--- src/rtl/seq_div_datapath.sv ---
// rtl/seq_div_datapath.sv - multi-cycle signed divider, restoring, one quotient bit per cycle
//
// Ports:
//   clk, rst          rising-edge clock, asynchronous active-high reset
//   start             request, sampled when not busy (IDLE or DONE)
//   dividend_i        signed dividend, sampled with start
//   divisor_i         signed divisor, sampled with start
//   quotient_o        signed truncating quotient, valid while done
//   remainder_o       signed remainder (sign of dividend), valid while done
//   busy              operation in flight (RUN/FIX)
//   done              result valid, held until the next accepted start
//   div_by_zero_o     divisor was zero
//   overflow_o        most-negative dividend divided by -1
`timescale 1ns/1ps

module seq_div_datapath #(
   parameter  int WIDTH     = 16,
   localparam int DIVCYCLES = WIDTH + 1
) (
   input  logic             clk,
   input  logic             rst,
   input  logic             start,
   input  logic [WIDTH-1:0] dividend_i,
   input  logic [WIDTH-1:0] divisor_i,
   output logic [WIDTH-1:0] quotient_o,
   output logic [WIDTH-1:0] remainder_o,
   output logic             busy,
   output logic             done,
   output logic             div_by_zero_o,
   output logic             overflow_o
);

   // Counter only has to reach WIDTH-1; sizing from DIVCYCLES keeps headroom.
   localparam int CNT_W = $clog2(DIVCYCLES);

   typedef enum logic [1:0] {S_IDLE, S_RUN, S_FIX, S_DONE} state_t;

   state_t             state_q, state_d;
   logic [WIDTH:0]     rem_q, rem_d;          // partial remainder
   logic [WIDTH-1:0]   quo_q, quo_d;          // dividend magnitude shifts out, quotient bits shift in
   logic [WIDTH-1:0]   dvs_q, dvs_d;          // divisor magnitude
   logic [CNT_W-1:0]   cnt_q, cnt_d;
   logic               neg_quo_q, neg_quo_d;
   logic               neg_rem_q, neg_rem_d;
   logic               dbz_pend_q, dbz_pend_d;
   logic               ovf_pend_q, ovf_pend_d;
   logic [WIDTH-1:0]   quotient_q, quotient_d;
   logic [WIDTH-1:0]   remainder_q, remainder_d;
   logic               done_q, done_d;
   logic               dbz_q, dbz_d;
   logic               ovf_q, ovf_d;

   logic [WIDTH+1:0]   shifted;
   logic [WIDTH+1:0]   trial;
   logic [WIDTH-1:0]   abs_dividend;
   logic [WIDTH-1:0]   abs_divisor;
   logic [WIDTH-1:0]   min_neg;

   always_comb begin
      state_d     = state_q;
      rem_d       = rem_q;
      quo_d       = quo_q;
      dvs_d       = dvs_q;
      cnt_d       = cnt_q;
      neg_quo_d   = neg_quo_q;
      neg_rem_d   = neg_rem_q;
      dbz_pend_d  = dbz_pend_q;
      ovf_pend_d  = ovf_pend_q;
      quotient_d  = quotient_q;
      remainder_d = remainder_q;
      done_d      = done_q;
      dbz_d       = dbz_q;
      ovf_d       = ovf_q;

      min_neg      = {1'b1, {(WIDTH-1){1'b0}}};
      // Negating the most-negative value wraps back to 2^(WIDTH-1), which is
      // exactly the unsigned magnitude we want.
      abs_dividend = dividend_i[WIDTH-1] ? -dividend_i : dividend_i;
      abs_divisor  = divisor_i[WIDTH-1]  ? -divisor_i  : divisor_i;

      // Top bit of trial is the borrow: set means the divisor did not fit.
      shifted = {rem_q, quo_q[WIDTH-1]};
      trial   = shifted - {2'b00, dvs_q};

      case (state_q)
         S_IDLE, S_DONE: begin
            if (start) begin
               neg_quo_d  = dividend_i[WIDTH-1] ^ divisor_i[WIDTH-1];
               neg_rem_d  = dividend_i[WIDTH-1];
               quo_d      = abs_dividend;
               dvs_d      = abs_divisor;
               rem_d      = '0;
               cnt_d      = '0;
               dbz_pend_d = (divisor_i == '0);
               ovf_pend_d = (dividend_i == min_neg) && (divisor_i == '1);
               done_d     = 1'b0;
               dbz_d      = 1'b0;
               ovf_d      = 1'b0;
               state_d    = S_RUN;
            end
         end
         S_RUN: begin
            if (!trial[WIDTH+1]) begin
               rem_d = trial[WIDTH:0];
               quo_d = {quo_q[WIDTH-2:0], 1'b1};
            end else begin
               rem_d = shifted[WIDTH:0];
               quo_d = {quo_q[WIDTH-2:0], 1'b0};
            end
            cnt_d = cnt_q + 1'b1;
            if (cnt_q == CNT_W'(WIDTH - 1)) begin
               state_d = S_FIX;
            end
         end
         S_FIX: begin
            // With a zero divisor every trial succeeds, so the partial remainder
            // ends up holding |dividend| and the sign fix restores the dividend.
            if (dbz_pend_q) begin
               quotient_d = '1;
            end else begin
               quotient_d = neg_quo_q ? -quo_q : quo_q;
            end
            remainder_d = neg_rem_q ? -rem_q[WIDTH-1:0] : rem_q[WIDTH-1:0];
            dbz_d       = dbz_pend_q;
            ovf_d       = ovf_pend_q;
            done_d      = 1'b1;
            state_d     = S_DONE;
         end
         default: state_d = S_IDLE;
      endcase
   end

   always_ff @(posedge clk or posedge rst) begin
      if (rst) begin
         state_q     <= S_IDLE;
         rem_q       <= '0;
         quo_q       <= '0;
         dvs_q       <= '0;
         cnt_q       <= '0;
         neg_quo_q   <= 1'b0;
         neg_rem_q   <= 1'b0;
         dbz_pend_q  <= 1'b0;
         ovf_pend_q  <= 1'b0;
         quotient_q  <= '0;
         remainder_q <= '0;
         done_q      <= 1'b0;
         dbz_q       <= 1'b0;
         ovf_q       <= 1'b0;
      end else begin
         state_q     <= state_d;
         rem_q       <= rem_d;
         quo_q       <= quo_d;
         dvs_q       <= dvs_d;
         cnt_q       <= cnt_d;
         neg_quo_q   <= neg_quo_d;
         neg_rem_q   <= neg_rem_d;
         dbz_pend_q  <= dbz_pend_d;
         ovf_pend_q  <= ovf_pend_d;
         quotient_q  <= quotient_d;
         remainder_q <= remainder_d;
         done_q      <= done_d;
         dbz_q       <= dbz_d;
         ovf_q       <= ovf_d;
      end
   end

   assign quotient_o    = quotient_q;
   assign remainder_o   = remainder_q;
   assign busy          = (state_q == S_RUN) || (state_q == S_FIX);
   assign done          = done_q;
   assign div_by_zero_o = dbz_q;
   assign overflow_o    = ovf_q;

endmodule
--- config.mk ---
export PLATFORM = sky130hd
export DESIGN_NAME = seq_div_datapath
export DESIGN_NICKNAME = d
export VERILOG_FILES = /design/src/rtl/seq_div_datapath.sv
export SDC_FILE = /design/constraint.sdc
export NUM_CORES = 1
export LEC_CHECK = 0
export ABC_CLOCK_PERIOD_IN_PS = 4400
export CORE_UTILIZATION = 57
export DETAILED_ROUTE_END_ITERATION = 10
export GPL_TIMING_DRIVEN = 1
export MAX_ROUTING_LAYER = met4
export PLACE_DENSITY = 0.81
export SYNTH_ARGS = -nofsm -noshare
export SYNTH_HDL_FRONTEND = slang
export SYNTH_SLANG_ARGS = --single-unit
--- constraint.sdc ---
create_clock -name clk -period 4.4 [get_ports clk]
set_input_delay 1.32 -clock clk [delete_from_list [all_inputs] [get_ports clk]]
set_output_delay 1.32 -clock clk [all_outputs]
set_load 0.01 [all_outputs]
==> flow_summary.ini, run 1 <==
[timing]
post-route-period-util_pct = 72.49
hold-worst-slack_ns = 0.4864
rsz0062_at_grt = no
fmax_ghz = 0.3135
maxSlewViolCount = 0
fin_crit_ns = 3.190
fin_skew_ns = 0.006802
setup_viol = 0
slew_headroom_pct = 25.62
setup-tns-final_ns = 0
hold_viol = 0
worstMarginPinSlew_ns = 1.116

[worst_setup_path]
setup.worst_path.end_class = register
path_class = in -> reg
arrival_ns = 3.44
crit_path_start_kind = input port
crit_fanout = 5
worst_ep_required_time_ns = 4.65

[synth]
syn_area_um2 = 5947
synth-seq-area-share_pct = 39.97
synth_compound_area_share_pct = 20.24
ys_ff_latch = 95
yosys_warnings = 0
synthAdderAreaFrac_pct = 5.807
synth-xor-area-share_pct = 10.01
avgSynthCellArea_um2 = 8.784
muxShareOfSynthArea_pct = 3.408
synthFlopType = dfrtp_1
syn_nets = 739
synth_cell_types = 60
synth_top_family_by_area = compound AO/OA/AOI/OAI gates
async_flop_share_pct = 100.0
yosys.area_share.simple_pct = 15.80
synthCells = 677
synth-edff-count = 0

[floorplanning]
die-width_um = 104.1
die_h_um = 104.1
die_area_um2 = 10850
initial_core_util_pct = 59.74
coreArea_um2 = 9955
io_pins = 71
num_rows = 36

[place]
placed_cell_area_um2 = 6713
dp_hpwl_mm = 10.55
gp_congestion = 0.8409
port_buffers = 70

[power_and_ir_drop]
power.density_nw_per_um2 = 736.7
peakVddDrop_mv = 0.3059
p_leak_uw = 0.002965

[global_routing]
grt_pass1_wl_mm = 22.98
grt_pass1_vias = 4755
grt-ovfl-total = 0
grt_max_degree = 68
grt_use_total_pct = 27.30
antenna_found_initial = 0

[drt]
routedWlPerCell_um = 15.88
drt_first_pass_iters = 5
routed_via_density = 5.886
wl_mm = 13.73
drt-initial-drc-count = 366
ant_nets = 0
vias = 5091
wl_met2_mm = 6.368
highest_layer = met4
drcViolationCount = 0
drt-met1-wl_mm = 6.387
wl_met3_um = 754

[cells_and_area]
final_cell_area_um2 = 6944
area_growth_pct = 16.77
drive_above_1_share_pct = 4.508
fin_nets = 789
diodes = 0

[clock_network]
cts-buffers-inserted = 9
post-cts-setup-buffers = 0
clock_latency_ns = 0.37
cts_resized = 0
path_clk_slew_ns = 0.09
cts.sinks = 95
cts_buffer_depth = 2
cts_tree = built
cts_hold_buf = 0
htreeDepth = 3
clockRootBuffer = clkbuf_8

[worst_hold_path]
min_path_type = reg -> reg

[job]
drv_cap = 0

[outcome]
status = completed
-- cell type report --
class                           instances  area (µm²)
Tap cell                              133       166.4
Sequential cell                        95        2377
Inverter                               36       136.4
Timing Repair Buffer                   74       743.2
Clock buffer                           12       155.1
Fill cell                             787        3010
Multi-Input combinational cell        511        3289
Clock inverter                          4       76.32
-- through the flow --
| step | cells | total power (µW) | util (%) | setup slack, ns |
|---|---|---|---|---|
| 5_1_grt | 865 | 5537 | 69.76 | 1.084 |
| 6_report | 865 | 5116 | 69.76 | 1.210 |
| 2_1_floorplan | 677 | 3586 | - | 0.6030 |
| 3_5_place_dp | 849 | 4453 | 67.43 | 0.8233 |
| 3_3_place_gp | 849 | 4351 | 67.43 | 0.8691 |
| 4_1_cts | 865 | 5119 | 69.76 | 1.215 |
-- cell usage in the layout (no fill, tap or decap), types with 7 or more instances in the layout --
| master | instances |
|---|---|
| dfrtp_1 | 95 |
| clkdlybuf4s50_1 | 70 |
| nand2_1 | 69 |
| nor2_1 | 69 |
| o21ai_0 | 51 |
| a21oi_1 | 50 |
| xor2_1 | 43 |
| inv_1 | 35 |
| xnor2_1 | 25 |
| ha_1 | 25 |
| mux2i_1 | 18 |
| o31ai_1 | 18 |
| o21ai_1 | 17 |
| nand3_1 | 12 |
| clkbuf_8 | 11 |
| a22oi_1 | 9 |
| or3_1 | 9 |
| o22ai_1 | 7 |
-- critical path, stage by stage --
cell and delay (ns):
clkdlybuf4s50_1 0.48, or3_1 0.43, or4_1 0.46, or3_1 0.35, o21ai_1 0.16, xor2_1 0.17
o21ai_1 0.07
-- routing by layer --
metal,vias to the layer above,global-route usage (%)
li1,2478,-
met1,2451,36.35
met3,15,6.015
met4,0,7.347
met2,147,42.29
met5,-,-
-- cell families (layout without fill, tap and decap cells) --
kind of cell,Yosys count,count (layout)
compound gates,194,194
xor+xnor,68,68
fa+ha+maj,27,27
buf+inv,71,126
flops,95,95
mux,20,20
simple gates,202,202
-- path summary, 6_finish.rpt --
check	start	to	slack, ns	cells after the start
hold / removal	dvs_q[10]	dvs_q[10]	0.49	2
min in group asynchronous	rst	quotient_o[12]	1.39	2
max in group asynchronous	rst	rem_q[9]	2.31	3
setup / recovery	divisor_i[6]	dvs_q[14]	1.21	7
hold reg to reg	dvs_q[10]	dvs_q[10]	0.49	2
setup reg to reg	rem_q[10]	rem_q[1]	1.45	9
-- where the power goes --
group	switching, µW	internal [µW]	total [µW]
registers	336	1230	1560
logic	1630	1260	2890
clock network	308	354	662
-- state kept, by name, summed over array words and instances (netlist names) --
name and count:
ovf_pend_q 1, neg_rem_q 1, dbz_pend_q 1, remainder_o 16, overflow_o 1, div_by_zero_o 1
rem_q 17, neg_quo_q 1, done 1, quo_q 16, cnt_q 5, quotient_o 16
dvs_q 16, state_q 2
-- synth_stat cells (all sizes together) (5+ instances only) --
master | number | share of area [%]
o22ai | 7 | 0.74
buf | 8 | 0.78
a22o | 5 | 0.74
o21ai | 68 | 5.7
xor2 | 43 | 6.3
or4 | 5 | 0.63
o41ai | 5 | 0.99
nand2 | 69 | 4.4
nor2 | 69 | 4.4
or3 | 9 | 0.95
nand4 | 6 | 0.63
ha | 26 | 5.5
o31ai | 18 | 2.3
clkbuf | 27 | 1.7
dfrtp | 95 | 40
inv | 36 | 2.3
nor3 | 7 | 0.86
a22oi | 9 | 1.1
a21oi | 51 | 4.4
nand3 | 13 | 1.2
mux2i | 18 | 3.0
o211ai | 5 | 0.63
xnor2 | 25 | 3.7
Power figures use the tool's default switching activity.
==> run 2, diff against run 1 <==
--- a/config.mk
+++ b/config.mk
@@ -5,7 +5,7 @@
 export SDC_FILE = /design/constraint.sdc
 export NUM_CORES = 1
 export LEC_CHECK = 0
-export ABC_CLOCK_PERIOD_IN_PS = 4400
+export ABC_CLOCK_PERIOD_IN_PS = 3120
 export CORE_UTILIZATION = 57
 export DETAILED_ROUTE_END_ITERATION = 10
 export GPL_TIMING_DRIVEN = 1
==> constraint.sdc (replaced) <==
create_clock -name clk -period 3.12 [get_ports clk]
set_input_delay 0.936 -clock clk [delete_from_list [all_inputs] [get_ports clk]]
set_output_delay 0.936 -clock clk [all_outputs]
set_load 0.01 [all_outputs]
==> run 2 against run 1 <==
Critical path depth rose by 2. Sequential power rose by 41%. Routed wire length grew 2.2%. Largest cell class unchanged. Critical endpoint is now rem_q[12]. Highest routed layer unchanged. Sequential cell count unchanged. Clock power increased by 38%. Via count is 0.96% higher. Total power rose by 43%. Clock skew up 0.0045 ns. Register-to-register slack got worse by 1.1 ns.
==> flow_summary.ini, run 2 (synthesis gave the netlist of run 1 again) <==
[floorplanning]
die-width_um = 104.1
die_h_um = 104.1
die_area_um2 = 10850
io_pins = 71
initial_core_util_pct = 59.74
num_rows = 36
coreArea_um2 = 9955

[timing]
setup_viol = 0
fmax_ghz = 0.3616
post-route-period-util_pct = 88.63
fin_skew_ns = 0.01130
rsz0062_at_grt = no
hold_viol = 0
maxSlewViolCount = 0
worstMarginPinSlew_ns = 0.7315
fin_crit_ns = 2.765
slew_headroom_pct = 51.05

[cells_and_area]
largest_register_ffs = 17
regMostFlops = rem_q
diodes = 0
area_growth_pct = 18.83
finalNonFillerCells = 881
drive_above_1_share_pct = 6.684
final_common_cell = dfrtp_1
fin_nets = 805
final_cell_mix = dfrtp_1, clkdlybuf4s50_1, nand2_1, nor2_1, o21ai_0

[place]
port_buffers = 70
dp_hpwl_mm = 10.69
dp_cells = 865
gp_congestion = 0.9253

[worst_setup_path]
critPathBufInv = 1
path_class = reg -> reg
slowest_stage = dfrtp_1
crit_path_start_kind = register
rr_startpoint = rem_q[10]
startpoint = rem_q[10]
reg2reg_setup_slack_ns = 0.35
arrival_ns = 3.07
crit_fanout = 21
max_stage_delay_ns = 0.48
critical_path.top_delay_family = compound AO/OA/AOI/OAI gates
r2r_end = rem_q[12]
path_cells = ha_1 -> a21oi_1 -> nand2_1 -> a221oi_1 -> nor2_1 -> nor3_4 -> buf_12 -> mux2i_1 -> a22o_1
worst_ep_required_time_ns = 3.42
setup.worst_path.end_class = register
reg2reg_depth = 9

[drt]
routed_via_density = 5.834
wl_mm = 14.03
routedWlPerCell_um = 15.93
drt-initial-drc-count = 367
drcViolationCount = 0
ant_nets = 0
vias = 5140
drt_first_pass_iters = 5

[global_routing]
grt_pass1_wl_mm = 23.27
antenna_found_initial = 0
grt-ovfl-total = 0
grt_max_degree = 54
grt_pass1_vias = 4756
grt_use_total_pct = 27.61

[power_and_ir_drop]
peakVddDrop_mv = 0.6202
p_leak_uw = 0.003038
total_power_uw = 7306
power.density_nw_per_um2 = 1034

[clock_network]
cts_hold_buf = 0
cts_resized = 0
cts-buffers-inserted = 9
clock_latency_ns = 0.37
htreeDepth = 3
clockRootBuffer = clkbuf_8
path_clk_slew_ns = 0.09
cts_tree = built
cts_buffer_depth = 2
post-cts-setup-buffers = 0
cts.sinks = 95

[job]
drv_cap = 0

[worst_hold_path]
worstHoldStart = dvs_q[8]
min_path_type = reg -> reg
hold_path_end = dvs_q[8]
whs_path_depth = 2

[outcome]
status = completed
run 2: where the power goes:
group          internal (µW)  switching, µW
combinational           1840           2350
sequential              1730            474
clock                    453            462
total                   4020           3280
run 2: cell type report:
type,instances,area (µm²)
sequential,95,2377
tap,133,166.4
timing repair buffer,90,875.8
inverter,36,138.9
fill,823,2888
clock buffer,9,123.9
multi-input combinational,511,3289
clock inverter,7,95.09
run 2: worst max path at each step:
| stage | to | slack, ns | cells after the start |
|---|---|---|---|
| 2_1_floorplan | dvs_q[14] | 0.52 | 6 |
| 3_3_place_gp | dvs_q[14] | 0.09 | 7 |
| 3_5_place_dp | ovf_pend_q | -0.02 | 8 |
| 4_1_cts | ovf_pend_q | 0.36 | 8 |
| 5_1_grt | quo_q[13] | 0.23 | 8 |
| 6_report | rem_q[12] | 0.35 | 9 |
run 2: stage by stage:
stage | setup slack (ns) | hold slack (ns) | setup TNS, ns | util, % | instance area, µm²
3_5_place_dp | -0.02363 | 0.4757 | -0.02441 | 68.79 | 6848
6_report | 0.3548 | 0.4908 | 0 | 70.99 | 7067
5_1_grt | 0.2267 | 0.5138 | 0 | 70.99 | 7067
3_3_place_gp | 0.08539 | 0.4626 | 0 | 68.79 | 6848
4_1_cts | 0.3569 | 0.4969 | 0 | 70.99 | 7067
2_1_floorplan | 0.5241 | 0.4498 | 0 | - | 5951
run 2: worst min-delay path, stage by stage, from the launching register on:
cell     delay [ns]
dfrtp_1        0.35
nand2_1        0.04
o21ai_0        0.06
run 2: metal layers:
layer	global-route usage, %	share of wire (%)
met1	37.91	47
met2	43.10	47
met3	3.133	5.1
met4	8.673	1.3
met5	-	0
